File: src/rtl/disp_mux_7seg.sv
// ============================================================================
// Module   : disp_mux_7seg
// Purpose  : Four-digit multiplexed 7-segment driver with BCD decode and
//            per-digit decimal points. LEADING_ZERO_BLANK_EN enables
//            leading-zero blanking.
// Revision : 1.0 - initial release
// ============================================================================
`default_nettype none

module disp_mux_7seg #(
    parameter int REFRESH_BITS = 18
) (
    input  logic       clk,
    input  logic       clr_n,
    input  logic [3:0] d3,
    input  logic [3:0] d2,
    input  logic [3:0] d1,
    input  logic [3:0] d0,
    input  logic [3:0] dp,
    output logic [3:0] an,
    output logic [7:0] sseg
);

    localparam logic [REFRESH_BITS-1:0] Q_ONE = {{(REFRESH_BITS-1){1'b0}}, 1'b1};

    logic [REFRESH_BITS-1:0] q;
    logic [1:0]              sel;
    logic [3:0]              digit;
    logic [3:0]              an_next;
    logic                    dp_bit;
    logic [6:0]              seg_dec;
    logic [6:0]              seg_out;

    assign sel    = q[REFRESH_BITS-1:REFRESH_BITS-2];
    assign dp_bit = dp[sel];

    always_comb begin
        digit   = d0;
        an_next = 4'b1110;
        case (sel)
            2'd0: begin digit = d0; an_next = 4'b1110; end
            2'd1: begin digit = d1; an_next = 4'b1101; end
            2'd2: begin digit = d2; an_next = 4'b1011; end
            2'd3: begin digit = d3; an_next = 4'b0111; end
            default: begin digit = d0; an_next = 4'b1110; end
        endcase
    end

    // Active-low gfedcba; anything outside 0..9 shows a dash.
    always_comb begin
        case (digit)
            4'd0:    seg_dec = 7'b1000000;
            4'd1:    seg_dec = 7'b1111001;
            4'd2:    seg_dec = 7'b0100100;
            4'd3:    seg_dec = 7'b0110000;
            4'd4:    seg_dec = 7'b0011001;
            4'd5:    seg_dec = 7'b0010010;
            4'd6:    seg_dec = 7'b0000010;
            4'd7:    seg_dec = 7'b1111000;
            4'd8:    seg_dec = 7'b0000000;
            4'd9:    seg_dec = 7'b0010000;
            default: seg_dec = 7'b0111111;
        endcase
    end

`ifdef LEADING_ZERO_BLANK_EN
    logic blank3;
    logic blank2;
    logic blank1;
    logic blank;

    // A digit is blank only when it and every more significant digit are zero.
    assign blank3 = (d3 == 4'd0);
    assign blank2 = blank3 && (d2 == 4'd0);
    assign blank1 = blank2 && (d1 == 4'd0);

    always_comb begin
        case (sel)
            2'd3:    blank = blank3;
            2'd2:    blank = blank2;
            2'd1:    blank = blank1;
            default: blank = 1'b0;
        endcase
    end

    assign seg_out = blank ? 7'b1111111 : seg_dec;
`else
    assign seg_out = seg_dec;
`endif

    always_ff @(posedge clk or negedge clr_n) begin
        if (!clr_n) begin
            q    <= '0;
            an   <= 4'b1111;
            sseg <= 8'hFF;
        end else begin
            q    <= q + Q_ONE;
            an   <= an_next;
            sseg <= {~dp_bit, seg_out};
        end
    end

endmodule

`default_nettype wire

File: config.mk
export PLATFORM = sky130hd
export DESIGN_NAME = disp_mux_7seg
export DESIGN_NICKNAME = d
export VERILOG_FILES = /design/src/rtl/disp_mux_7seg.sv
export SDC_FILE = /design/constraint.sdc
export NUM_CORES = 1
export LEC_CHECK = 0
export ABC_AREA = 1
export CELL_PAD_IN_SITES_DETAIL_PLACEMENT = 0
export CELL_PAD_IN_SITES_GLOBAL_PLACEMENT = 2
export CORE_MARGIN = 10
export CORE_UTILIZATION = 33
export DETAILED_ROUTE_END_ITERATION = 10
export GPL_ROUTABILITY_DRIVEN = 1
export PLACE_DENSITY_LB_ADDON = 0.12
export SLEW_MARGIN = 20
export SYNTH_ARGS = -nofsm -noshare
export SYNTH_HDL_FRONTEND = slang
export SYNTH_SLANG_ARGS = --single-unit
File: constraint.sdc
create_clock -name clk -period 3.6 [get_ports clk]
set_clock_uncertainty 0.2 [all_clocks]
set_input_delay 0.36 -clock clk [delete_from_list [all_inputs] [get_ports clk]]
set_output_delay 0.36 -clock clk [all_outputs]
set_load 0.01 [all_outputs]
After elaboration in Yosys (flattened, before gate mapping)

Memories as Yosys holds them, arrays and structs flattened. A register that Yosys moved wholly into a read port is not among the register bits.
Index checks and enable logic that the tools add are counted.

Multiplexer cells: 4
Add/sub/neg operators: 1
Bitwise logic cells: 1
Reductions and logical operators: 2
Equal/unequal tests: 3
Order comparisons: 1

Operators with widths:

| cell                                               | count |
|---|---|
| case mux 4 bit (4 select lines)                    | 2 |
| adder 18 x 1 -> 18 bit, second input constant      | 1 |
| == test 2 bit, second input constant               | 2 |
| < comparator 2 x 3 -> 1 bit, second input constant | 1 |
| binary-select mux 1 bit (select 2 bit)             | 1 |
| == test 2 x 1 -> 1 bit, second input constant      | 1 |
| logical NOT 2 bit                                  | 1 |
| logical NOT 1 bit                                  | 1 |
| 2-to-1 mux 1 bit                                   | 1 |
| NOT 1 bit                                          | 1 |

Word-level logic and storage cells: 16
Input bits: 22
Memories kept: 1
Flip-flop bits (word level): 30
Memory bits (read-only): 112
Output and inout port bits: 12

Memory list:

| memory          | words | width | rd ports | clocked after memory_dff | wr ports | RTL line | RTL |
|---|---|---|---|---|---|---|---|
| (no name shown) | 16    | 7     | 1        | 1                        | 0        | 51       | `case (digit)` |

Logic depth before layout (Yosys ltp)

Gate-level depths: netlist of the first run.

Word-level depth: 3
Depth in mapped cells: 11
Mapped depth without buffers: 10

Worst setup path before layout of the first run

OpenSTA, ideal clock, no wires.

Path type: flip-flop to flip-flop
Start point: register q[17]
End point: register sseg[3]
Slack: 1.837 ns
Stages on the path, launching flop included: 12
Setup time: 0.060 ns
Clock period less this slack: 1.763 ns
Data arrival time: 1.503 ns
Buffers on the path: 1
Data required time: 3.340 ns
Path through: dfrtp_1 buf_6 inv_1 nand3_1 nand4_1 inv_1 ha_1 inv_1 nand3_1 nand2_1 nand2_1 nand2_1

Cells in the longest elaborated chain, start to end: 2
Elaborated cells on any way between the ends: 5
Those cells by class: 3 x eq/ne; 1 x mux; 1 x reduce/logical

Ends and longest elaborated chain:

| what                                        | RTL line | RTL |
|---|---|---|
| from (decl)                                 | 26       | `logic [REFRESH_BITS-1:0] q;` |
| from (signal assigned)                      | 97       | `q <= q + Q_ONE;` |
| == test 2 bit, or another cell as far along | 40       | `case (sel)` |
| case mux 4 bit (4 select lines) *           | 40       |  |
| to (decl)                                   | 21       | `output logic [7:0] sseg` |

Every way passes the cells marked *; elsewhere a longest branch is shown, timed or not.

Worst setup path after layout of the first run

Same ends and word-level chain as after synthesis.

==> impl_metrics.toml, run 1 <==
[run_status]
status = "completed"

[critical_path]
required_ns = 3.62
crit_buf_inv = 3
path_max_fanout = 9
path_class = "flop to flop"
crit_path_max_incr_delay_ns = 0.62
crit_family = "flip-flops"
critPathSlowestCell = "dfrtp_1"
critical_path.cell_chain = "inv_1 -> nand3_1 -> nand4_1 -> inv_1 -> ha_1 -> inv_1 -> nand3_1 -> nand2_1 -> nand2_1 -> nand2_1"
cp-end-kind = "flop"
r2r_setup_slack_ns = 1.44
startpoint_type = "flop"
arrival_ns = 2.18

[yosys]
seq_area_frac_synth_pct = 50.16
ys_types = 27
synth.cell_area_um2 = 1526
syn_inst = 157
synth_warnings = 0
postSynthAreaPerCell_um2 = 9.723
synth_seq_cells = 30
syn-num-nets = 183

[clock_network]
ctsResizeCount = 0
cts_made_buffers = 5
clk_pin_slew_ns = 0.06
cts_setup_buffers = 0
clockBufferDepth = 2
clock_latency_ns = 0.28
cts_sinks = 30
ctsRootBufferMaster = "clkbuf_8"
cts_tree = "done"
htreeDepth = 2
ctsHoldBuffers = 1

[drt]
wire_per_inst_um = 12.74
drtIter0Drc = 15
wl_mm = 3.185
vias = 1133
detail_route.first_pass.iterations = 4
drc_errors = 0
routed_via_density = 4.532
antenna_left = 0

[global_route]
gr-total-overflow = 0
grt_util_all_layers_pct = 9.292
grt_max_degree = 26
grt_first_pass_wirelength_mm = 5.727
grt_pass1_vias = 1209
antenna_found_initial = 0

[finish]
antennaDiodeCount = 0
seq_area_um2 = 765.7
layout_common_cells = "nand2_1, clkdlybuf4s50_1, dfrtp_1"
final_common_cell = "nand2_1"
drive_above_1_share_pct = 18.18
nNetsFinal = 223
fill_cells = 422
multi_input_area_um2 = 685.7
area_growth_pct = 31.23

[floorplanning]
rows = 24
die_w_um = 88.01
start_util_pct = 34.58
fp.coreArea_um2 = 4414
io_pins = 34
fp.dieH_um = 88.01
dieArea_um2 = 7746

[placed_design]
gp_congestion = 0.8041
io_buffers = 33
dp_hpwl_mm = 2.552

[sta]
timing.fmax_mhz = 463.3
whs_ns = 0.2948
setup_tns_ns = 0
period_share_pct = 59.96
final_max_slew_viol_count = 0
hold_viol_final = 0
rsz0062_at_grt = "no"
setup_viol_count_final = 0
tightest_slew_ns = 0.5492
relSlewSlack_pct = 63.38
layout_min_cycle_time_ns = 2.159

[min_path]
hp-class = "flop to flop"

[power]
p_leak_nw = 0.9367
vdd_ir_drop_max_v = 0.0001011
p_per_area_nw_per_um2 = 349.3

[run]
drv_cap = 0
[through the flow]
step / setup slack (ns) / cell area [um^2] / total power, mW / util, % / instances
final: 1.441 / 2003 / 0.6997 / 45.38 / 250
after global routing: 1.217 / 2003 / 0.7311 / 45.38 / 250
after CTS: 1.455 / 2003 / 0.7114 / 45.38 / 250
after detailed placement: 1.473 / 1902 / 0.4349 / 43.08 / 241
after global placement: 1.518 / 1907 / 0.4353 / 43.20 / 241
after floorplan: 1.837 / 1526 / 0.3858 / - / 157
[state kept, by name, indices dropped and copies added, names as in the netlist]
name	cells
q	18
sseg	8
an	4
[worst register-to-register path, stage by stage, from the launching register on]
cell and delay, ns:
dfrtp_1 0.62, inv_1 0.20, nand3_1 0.11, nand4_1 0.27, inv_1 0.16, ha_1 0.23
inv_1 0.07, nand3_1 0.07, nand2_1 0.07, nand2_1 0.04, nand2_1 0.05
[final cells by class]
| type | instances | area share, % |
|---|---|---|
| Inverter | 14 | 2.623 |
| Multi-Input combinational cell | 111 | 34.23 |
| Sequential cell | 30 | 38.23 |
| Clock inverter | 1 | 0.2498 |
| Timing Repair Buffer | 35 | 17.11 |
| Clock buffer | 7 | 4.310 |
| Tap cell | 52 | 3.248 |
[final timing paths]
path	start	endpoint	cells after the start
max	q[17]	sseg[3]	10
min	q[5]	q[5]	1
max reg2reg	q[17]	sseg[3]	10
min reg2reg	q[5]	q[5]	1
max in group asynchronous	clr_n	sseg[5]	3
min in group asynchronous	clr_n	q[14]	2
[report_power, final]
| group | switching (mW) | internal, mW | total [mW] |
|---|---|---|---|
| Clock | 0.117 | 0.154 | 0.271 |
| Combinational | 0.0333 | 0.0435 | 0.0768 |
| Sequential | 0.00184 | 0.350 | 0.352 |
[routing by layer]
layer | vias to the layer above | track usage [%] | part of all wire (%)
met5 | - | 0 | 0
met4 | 0 | 4.280 | 2.0
met3 | 5 | 2.971 | 4.5
met2 | 24 | 15.67 | 50
met1 | 524 | 10.43 | 43
li1 | 580 | - | -
[logic make-up after synthesis]
group	Yosys count	synth area share [%]
compound gates	6	2.459
xor+xnor	16	9.180
fa+ha+maj	4	3.279
buf+inv	16	4.918
flops	30	50.16
simple gates	85	30.00
[Yosys cell counts (all sizes together)]
cell type,n,area share [%]
nor3,2,0.66
nand2,39,12
nand3b,1,0.49
a21oi,1,0.33
inv,14,3.4
o221ai,1,0.57
o21ai,3,0.98
dfstp,12,21
ha,4,3.3
xor2,10,5.7
nor2,19,6.6
dfrtp,18,30
nand3,18,6.6
or2,1,0.57
buf,2,1.5
o22a,1,0.57
nand4,5,3.0
xnor2,6,3.4
No activity file was read; power rests on OpenSTA's default activity.
==> inputs of run 2 (changes only) <==
--- a/config.mk
+++ b/config.mk
@@ -9,7 +9,7 @@
 export CELL_PAD_IN_SITES_DETAIL_PLACEMENT = 0
 export CELL_PAD_IN_SITES_GLOBAL_PLACEMENT = 2
 export CORE_MARGIN = 10
-export CORE_UTILIZATION = 33
+export CORE_UTILIZATION = 30
 export DETAILED_ROUTE_END_ITERATION = 10
 export GPL_ROUTABILITY_DRIVEN = 1
 export PLACE_DENSITY_LB_ADDON = 0.12
==> constraint.sdc (replaced) <==
create_clock -name clk -period 2.24 [get_ports clk]
set_clock_uncertainty 0.2 [all_clocks]
set_input_delay 0.224 -clock clk [delete_from_list [all_inputs] [get_ports clk]]
set_output_delay 0.224 -clock clk [all_outputs]
set_load 0.01 [all_outputs]
==> impl_metrics.toml, run 2 (synthesis results as in run 1) <==
[sta]
layout_min_cycle_time_ns = 2.013
period_share_pct = 89.84
setup_tns_ns = 0
worst_slack_ns = 0.2275
hold_viol_final = 0
relSlewSlack_pct = 75.15
final_max_slew_viol_count = 0
rsz0062_at_grt = "no"
timing.fmax_mhz = 496.9
setup_viol_count_final = 0
tightest_slew_ns = 0.3727

[floorplanning]
start_util_pct = 31.69
fp.dieH_um = 91.33
die_w_um = 91.33
dieArea_um2 = 8341
rows = 25
fp.coreArea_um2 = 4817
io_pins = 34

[global_route]
grtUsageMet2_pct = 14.56
grt_first_pass_wirelength_mm = 5.871
grt_util_met1_pct = 9.384
gr-usage-met3_pct = 2.798
antenna_found_initial = 0
grt_pass1_vias = 1213
grt_util_all_layers_pct = 8.572
busiest_layer = "met2"
gr-total-overflow = 0
grt_max_degree = 31

[clock_network]
clock_latency_ns = 0.28
ctsRootBufferMaster = "clkbuf_8"
ctsResizeCount = 0
htreeDepth = 2
clk_pin_slew_ns = 0.07
cts_tree = "done"
ctsHoldBuffers = 0
cts_sinks = 30
cts_made_buffers = 5
cts_setup_buffers = 0
clockBufferDepth = 2

[drt]
detail_route.first_pass.iterations = 4
drtIter0Drc = 22
wire_per_inst_um = 12.57
routed_via_density = 4.392
wl_mm = 3.332
vias = 1164
drc_errors = 0
antenna_left = 0

[finish]
layout_common_cells = "nand2_1, clkdlybuf4s50_1, dfrtp_1"
nNetsFinal = 223
final_common_cell = "nand2_1"
drive_above_1_share_pct = 18.69
seq_area_um2 = 767.0
largest_reg_flops = 18
multi_input_area_um2 = 685.7
largest_registers = "q (18), sseg (8), an (4)"
antennaDiodeCount = 0
instances_no_fill = 265
top_register = "q"
area_growth_pct = 32.70
fill_cells = 486

[critical_path]
required_ns = 2.26
startpoint_type = "flop"
arrival_ns = 2.03
path_max_fanout = 9
cp-end-kind = "flop"
path_class = "flop to flop"

[run]
drv_cap = 0

[placed_design]
dpl_worst_slack_ns = 0.09311
io_buffers = 33
dpl.cell_count = 257
dp_hpwl_mm = 2.714
gp_congestion = 0.8463

[power]
vdd_ir_drop_max_v = 0.0001859
power.total_mw = 1.132
p_per_area_nw_per_um2 = 559.0
p_leak_nw = 0.9363

[run_status]
status = "completed"

[min_path]
hp-class = "input pin to asynchronous set/reset pin"
[run 2: per-stage QoR]
step | utilization [%] | cell area (um^2) | hold WS, ns
2_1_floorplan | - | 1526 | -0.2716
4_1_cts | 42.03 | 2024 | 0.1505
3_5_place_dp | 40.13 | 1933 | 0.2854
5_1_grt | 42.05 | 2026 | 0.1790
6_report | 42.05 | 2026 | 0.1346
3_3_place_gp | 40.13 | 1933 | 0.2880
[run 2: final cells by class]
type	instances	area share, %
well taps	67	4.138
clock buffers	7	4.262
flip-flops and latches	30	37.86
multi-input cells	111	33.85
repair buffers	35	17.05
clock inverters	1	0.2471
inverters	14	2.594
[run 2: metal layers]
layer	up-vias	part of all wire (%)	wire length (um)
met4	0	1.9	62
met1	552	41	1375
li1	582	-	-
met2	26	52	1732
met5	-	0	0
met3	4	4.8	161
[run 2: power by group]
group          internal (mW)  total, mW  switching, mW
sequential             0.562      0.565        0.00299
clock                  0.247      0.444          0.197
combinational         0.0695      0.123         0.0533
[run 2: critical path: stages, from the launching register on]
cell and delay [ns]:
dfrtp_2 0.52, inv_1 0.16, nand3_1 0.10, nand4_1 0.24
inv_1 0.17, ha_1 0.24, inv_1 0.08, nand3_1 0.07
nand2_1 0.07, nand2_1 0.05, nand2_1 0.06
[run 2: path summary, 6_finish.rpt]
kind / start / to / slack, ns / cells past startpoint
worst max register to register: q[17] / sseg[3] / 0.23 / 10
max in group asynchronous: clr_n / sseg[3] / 1.39 / 2
worst max-delay path: q[17] / sseg[3] / 0.23 / 10
worst min-delay path: clr_n / q[16] / 0.13 / 2
min in group clk: q[9] / q[9] / 0.29 / 1
worst min register to register: q[9] / q[9] / 0.29 / 1
